### config.mk
export PLATFORM = sky130hd
export DESIGN_NAME = booth_mult32
export DESIGN_NICKNAME = d
export VERILOG_FILES = /design/src/rtl/booth_mult32_pkg.sv /design/src/rtl/booth_mult32_adder32.sv /design/src/rtl/booth_mult32.sv
export SDC_FILE = /design/constraint.sdc
export NUM_CORES = 1
export LEC_CHECK = 0
export ABC_AREA = 0
export BUFFER_PORTS_ARGS = -buffer_cell sky130_fd_sc_hd__clkbuf_2
export CORE_MARGIN = 4
export CORE_UTILIZATION = 41
export DETAILED_ROUTE_END_ITERATION = 10
export SYNTH_ARGS = -nofsm -noshare
export SYNTH_HDL_FRONTEND = slang
export SYNTH_SLANG_ARGS = --single-unit
### constraint.sdc
create_clock -name clock -period 6.5 [get_ports clock]
set_input_delay 1.3 -clock clock [delete_from_list [all_inputs] [get_ports clock]]
set_output_delay 1.3 -clock clock [all_outputs]
set_load 0.005 [all_outputs]
### src/rtl/booth_mult32_pkg.sv
// Shared constants, FSM state encoding and Booth select codes for booth_mult32.
package booth_mult32_pkg;

    localparam int WIDTH      = 32;
    localparam int ITERATIONS = 32;
    localparam int CNT_W      = 6;

    typedef enum logic [1:0] {
        ST_IDLE = 2'd0,
        ST_RUN  = 2'd1,
        ST_DONE = 2'd2
    } state_e;

    typedef enum logic [1:0] {
        SEL_NOP = 2'd0,
        SEL_ADD = 2'd1,
        SEL_SUB = 2'd2
    } booth_sel_e;

    // Radix-2 Booth recoding of the pair {Q[0], q_m1}.
    function automatic booth_sel_e booth_select(input logic [1:0] pair);
        booth_sel_e sel;
        case (pair)
            2'b01:   sel = SEL_ADD;
            2'b10:   sel = SEL_SUB;
            default: sel = SEL_NOP;
        endcase
        return sel;
    endfunction

endpackage

### src/rtl/booth_mult32_adder32.sv
// 32-bit carry-select adder: four 8-bit blocks, each precomputing both carry-in cases.
// Purely combinational; no handshake.
module Adder32 (
    input  logic [31:0] a_i,
    input  logic [31:0] b_i,
    input  logic        c_in_i,
    output logic [31:0] sum_o,
    output logic        c_out_o
);

    localparam int BLK  = 8;
    localparam int NBLK = 4;

    logic [NBLK:0] carry;

    assign carry[0] = c_in_i;

    for (genvar g = 0; g < NBLK; g++) begin : g_blk
        logic [BLK:0] sum_c0;
        logic [BLK:0] sum_c1;

        assign sum_c0 = {1'b0, a_i[g*BLK +: BLK]} + {1'b0, b_i[g*BLK +: BLK]};
        assign sum_c1 = {1'b0, a_i[g*BLK +: BLK]} + {1'b0, b_i[g*BLK +: BLK]} + (BLK+1)'(1);

        assign sum_o[g*BLK +: BLK] = carry[g] ? sum_c1[BLK-1:0] : sum_c0[BLK-1:0];
        assign carry[g+1]          = carry[g] ? sum_c1[BLK]     : sum_c0[BLK];
    end

    assign c_out_o = carry[NBLK];

endmodule

### src/rtl/booth_mult32.sv
// Iterative signed 32x32 radix-2 Booth multiplier: one add/sub + arithmetic shift per cycle.
// Latency 33 cycles start->ready; start is ignored while busy, accepted again in the ready cycle.
module booth_mult32 #(
    parameter int WIDTH = booth_mult32_pkg::WIDTH
) (
    input  logic             clock,
    input  logic             reset_n,
    input  logic             start,
    input  logic [WIDTH-1:0] operand_a,
    input  logic [WIDTH-1:0] operand_b,
    output logic [WIDTH-1:0] product_lo,
    output logic [WIDTH-1:0] product_hi,
    output logic             exception,
    output logic             ready,
    output logic             busy
);

    import booth_mult32_pkg::*;

    localparam int PW = 2*WIDTH + 1;

    state_e             state_q;
    logic [WIDTH-1:0]   m_q;
    logic [PW-1:0]      p_q;
    logic [PW-1:0]      p_d;
    logic [CNT_W-1:0]   cnt_q;
    logic [CNT_W-1:0]   cnt_d;
    logic [WIDTH-1:0]   product_lo_q;
    logic [WIDTH-1:0]   product_hi_q;
    logic               exception_q;
    logic               ready_q;
    logic               busy_q;

    booth_sel_e         sel;
    logic [WIDTH-1:0]   add_a;
    logic [WIDTH-1:0]   add_b;
    logic [WIDTH-1:0]   add_sum;
    logic               add_cin;
    logic               add_cout;
    logic               true_sign;
    logic               last_iter;
    logic [WIDTH-1:0]   res_hi;
    logic [WIDTH-1:0]   res_lo;
    logic               res_exc;

    always_comb begin
        sel     = booth_select(p_q[1:0]);
        add_b   = '0;
        add_cin = 1'b0;
        case (sel)
            SEL_ADD: add_b = m_q;
            SEL_SUB: begin
                add_b   = ~m_q;
                add_cin = 1'b1;
            end
            default: ;
        endcase
    end

    assign add_a = p_q[PW-1 -: WIDTH];

    Adder32 u_adder (
        .a_i     (add_a),
        .b_i     (add_b),
        .c_in_i  (add_cin),
        .sum_o   (add_sum),
        .c_out_o (add_cout)
    );

    // Sign of the 33-bit sum without a 33rd adder bit; keeps M = 0x80000000 correct.
    assign true_sign = add_a[WIDTH-1] ^ add_b[WIDTH-1] ^ add_cout;
    assign p_d       = {true_sign, add_sum, p_q[WIDTH:1]};
    assign cnt_d     = cnt_q + CNT_W'(1);
    assign last_iter = (cnt_q == CNT_W'(ITERATIONS-1));

    assign res_hi  = p_d[PW-1 -: WIDTH];
    assign res_lo  = p_d[WIDTH:1];
    assign res_exc = (res_hi != {WIDTH{res_lo[WIDTH-1]}});

    always_ff @(posedge clock or negedge reset_n) begin
        if (!reset_n) begin
            state_q      <= ST_IDLE;
            m_q          <= '0;
            p_q          <= '0;
            cnt_q        <= '0;
            product_lo_q <= '0;
            product_hi_q <= '0;
            exception_q  <= 1'b0;
            ready_q      <= 1'b0;
            busy_q       <= 1'b0;
        end else begin
            case (state_q)
                ST_IDLE, ST_DONE: begin
                    ready_q <= 1'b0;
                    if (start) begin
                        m_q     <= operand_a;
                        p_q     <= {{WIDTH{1'b0}}, operand_b, 1'b0};
                        cnt_q   <= '0;
                        busy_q  <= 1'b1;
                        state_q <= ST_RUN;
                    end
                end
                ST_RUN: begin
                    p_q   <= p_d;
                    cnt_q <= cnt_d;
                    if (last_iter) begin
                        product_hi_q <= res_hi;
                        product_lo_q <= res_lo;
                        exception_q  <= res_exc;
                        ready_q      <= 1'b1;
                        busy_q       <= 1'b0;
                        state_q      <= ST_DONE;
                    end
                end
                default: begin
                    ready_q <= 1'b0;
                    busy_q  <= 1'b0;
                    state_q <= ST_IDLE;
                end
            endcase
        end
    end

    assign product_lo = product_lo_q;
    assign product_hi = product_hi_q;
    assign exception  = exception_q;
    assign ready      = ready_q;
    assign busy       = busy_q;

endmodule
==> results.md <==
- Mapped Cells: 1,074
- Clock period minus worst slack: approximately 5.7 ns
- Clock root cell: clkbuf_16
- Post-Syn Nets: around 1,200
- Fmax achieved: roughly 180 MHz
- Worst-Skew Late Latency: between 0.4 and 0.5 ns
- Number of buffers and inverters on the critical path: 0
- Status: finished, final reports clean
- Clk buf depth: 2
- Initial antenna violation count: 0
- Fin. max-slew vios: 0
- Mean post-synth cell area: just under 9 um^2
- Largest net degree at the start of global routing: between 70 and 80
- Number of synthesized flops with an enable pin: 0
- First-pass DRT Iterations: 6
- H-Tree Depth: 4
- Req. time, crit path: 6.81 ns
- Final period utilization: 0.869
- Routed vias/inst: around 5.2
- Critical Path Start: p_q[0]
- Reg2Reg Launch Point: p_q[0]
- Setup TNS: 0 ns
- Type of origin of the critical path: register
- Total CTS buffers: 17
- DR iter-0 viols: approximately 520
- Most frequent CP cell: o21ai_0
- CP top delay family: compound AO/OA/AOI/OAI gates
- Die area: about 0.025 mm^2
- Crit path max fanout: 24
- Least-Margin Pin Slew: between 1 and 1.5 ns
- Die width: around 160 um
- RSZ-0062 raised after global routing: no
- Reg2Reg Depth: 16
- Nets@finish: 1,295
- # rows: 54
- CP endpoint kind: register
- First-pass GRT wire length: roughly 39,000 um
- Hold path depth: 2
- Die Ht: 159 um
- Rel. slew slack: 0.248
- Setup ws final: roughly 0.85 ns
- Post-synth top flop: dfrtp_1
- Synth Register Bits: 172
- Ys async rst share: 1.00
- IO buf count: approximately 130
- WL final: roughly 24,000 um
- WL per Instance: ~16 um
- Setup bufs post-CTS: 0
- Vias in the first global route: just under 8,000
- Post-DP HPWL: between 15,000 and 20,000 um
- CP max stage delay: 0.67 ns
- CP Class: register to register
- P&R area growth vs syn: 16.8%
- Hold WS: about 0.48 ns
- Remaining Overflow, GRT: 0
- Ant. Diodes: 0
- Post-route DRC: 0
- Resize count post-CTS: 0
- # setup viols final: 0
- Core Area: 0.0220 mm^2
- Crit path depth: 16
- Max VDD drop: around 0.24 mV
- Routability Congestion: approximately 0.87
- Distinct cells, synth: 58
- Share of cells above drive strength 1: 0.165
- Crit path cell chain: nand2b_1 > o21ai_0 > ha_1 > fa_1 > and3_1 > o21ai_0 > nand4b_1 > a2111oi_4 > xnor2_2 > nor3_4 > mux2i_2 > xnor2_4 > mux2_2 > a2111oi_0 > a22oi_1 > o41a_1
- # IOs: approximately 130
- HP Start: product_hi[22]
- DRT antenna net count: 0
- Register-to-register setup slack: ~0.85 ns
- Ys Warns: 0
- Initial Util: 0.422
- Post-synthesis sequential area ratio: 0.463
- Worst min-delay path class: register to register
- Max stage delay cell, worst path: nand2b_1
- Total GRT Usage: 0.196
- Vias: around 7,700
- Final hold vios: 0
- CTS tree: done
- Arr. time, crit path: 5.96 ns
- Clk_skew: 0.0122 ns
- Hold-fix buffer count after cts: 0
- Pwr per Cell Area: approximately 670 mW/mm^2
- Mapped cell area: 0.00929 mm^2
- Clk sinks: 172
- DP Worst Slack: 0.876 ns
- LEAKAGE: about 0.0053 uW
- Max-cap viol count: 0
- Clock Pin Slew Worst Setup and Hold Paths: roughly 0.07 ns
## worst register-to-register path, delay by kind of cell (launching register included)
kind                       cells  cell delay [ns]
adders and majority gates      2             0.67
xor gates and xnor gates       2             0.48
muxes                          2             0.84
AOI/OAI and AO/OA              6             1.78
DFF                            1             0.37
and+or+nand+nor                4             1.40
## final timing paths
path	endpoint
min	product_hi[22]
max reg2reg	exception
min in group asynchronous	product_hi[27]
max in group asynchronous	product_hi[6]
max	exception
min reg2reg	product_hi[22]
## flip-flops by register name, indices dropped and copies added, names as in the netlist
| register | cells |
|---|---|
| p_q | 65 |
| ready | 1 |
| exception | 1 |
| state_q | 2 |
| m_q | 32 |
| cnt_q | 6 |
| product_lo | 32 |
| busy | 1 |
| product_hi | 32 |
## synth_stat cells, types with 3 or more instances
cell type / instances / area share
ha_1: 37 / 0.050
or2_2: 3 / 0.0020
a21o_1: 7 / 0.0057
nor4_1: 8 / 0.0054
a22o_1: 12 / 0.011
o21bai_1: 3 / 0.0024
o21a_1: 7 / 0.0057
nor2b_1: 7 / 0.0047
fa_1: 4 / 0.0086
nand2_1: 392 / 0.16
xnor2_1: 37 / 0.035
nor3_1: 12 / 0.0065
o31ai_1: 7 / 0.0057
nor2_1: 35 / 0.014
xor2_1: 21 / 0.020
o211ai_1: 3 / 0.0024
or3_1: 7 / 0.0047
mux2i_1: 9 / 0.0097
nand3_1: 17 / 0.0092
and2_1: 6 / 0.0040
clkbuf_1: 44 / 0.018
and3_1: 5 / 0.0034
o21ai_0: 90 / 0.048
o31a_1: 3 / 0.0028
inv_1: 8 / 0.0032
a21oi_1: 25 / 0.013
a22oi_1: 33 / 0.027
buf_1: 7 / 0.0028
nand4_1: 9 / 0.0061
dfrtp_1: 172 / 0.46
nand2b_1: 7 / 0.0047
## through the flow
| step | utilization | std cells | power [uW] | cell area [um^2] |
|---|---|---|---|---|
| after floorplan | - | 1074 | 5030 | 9290 |
| after global placement | 0.465 | 1448 | 6150 | 10200 |
| after detailed placement | 0.465 | 1448 | 6210 | 10200 |
| after CTS | 0.493 | 1480 | 7300 | 10900 |
| after global routing | 0.493 | 1480 | 7920 | 10900 |
| final | 0.493 | 1480 | 7260 | 10900 |
## where the power goes
group / internal [uW] / switching (uW)
registers: 1550 / 342
logic: 1700 / 2610
clock network: 529 / 522
## area by class of cell
class                      count  area (um^2)
clock buffer                  17          425
sequential                   172         4300
inverter                       8         30.0
timing repair buffer         145          762
multi-input combinational    843         4800
tap                          280          350
clock inverter                15          184
fill                        2104        11200
## layout by cell type, fill, tap and decap left out, types with 3 or more instances in the layout
cell type and n:
o31ai_1 7, a22oi_1 33, clkbuf_2 132, or3_1 7
nand4_1 9, o21bai_1 3, fa_1 4, nor2b_1 4
nand2b_1 7, a21o_1 7, o211ai_1 3, buf_4 12
a21oi_1 25, xor2_1 21, clkinv_8 3, inv_1 8
inv_8 7, and2_1 6, dfrtp_1 172, nor4_1 8
a22o_1 12, ha_1 37, mux2i_1 9, and3_1 5
o21a_1 7, nand2_1 391, nor2_1 34, nor3_1 11
o21ai_0 90, nand3_1 17, xnor2_1 37, o31a_1 3
or2_2 3, clkbuf_16 17
## routing by layer
metal | track usage | vias up | wire length, um
met5 | 0 | - | 0
met3 | 0.0487 | 30 | 1370
met1 | 0.280 | 3673 | 11700
met4 | 0.0589 | 0 | 439
met2 | 0.297 | 169 | 10500
li1 | - | 3871 | -
## cells by family after synthesis
| group | after synthesis | share of synthesized area |
|---|---|---|
| AO/OA/AOI/OAI | 209 | 0.144 |
| XOR/XNOR | 61 | 0.0611 |
| flip-flops | 172 | 0.463 |
| multiplexers | 12 | 0.0136 |
| buffers and inverters | 59 | 0.0238 |
| AND/OR/NAND/NOR | 520 | 0.236 |
| adder cells (fa/ha/maj) | 41 | 0.0585 |
Note: power is estimated with default switching activity, not from simulation.
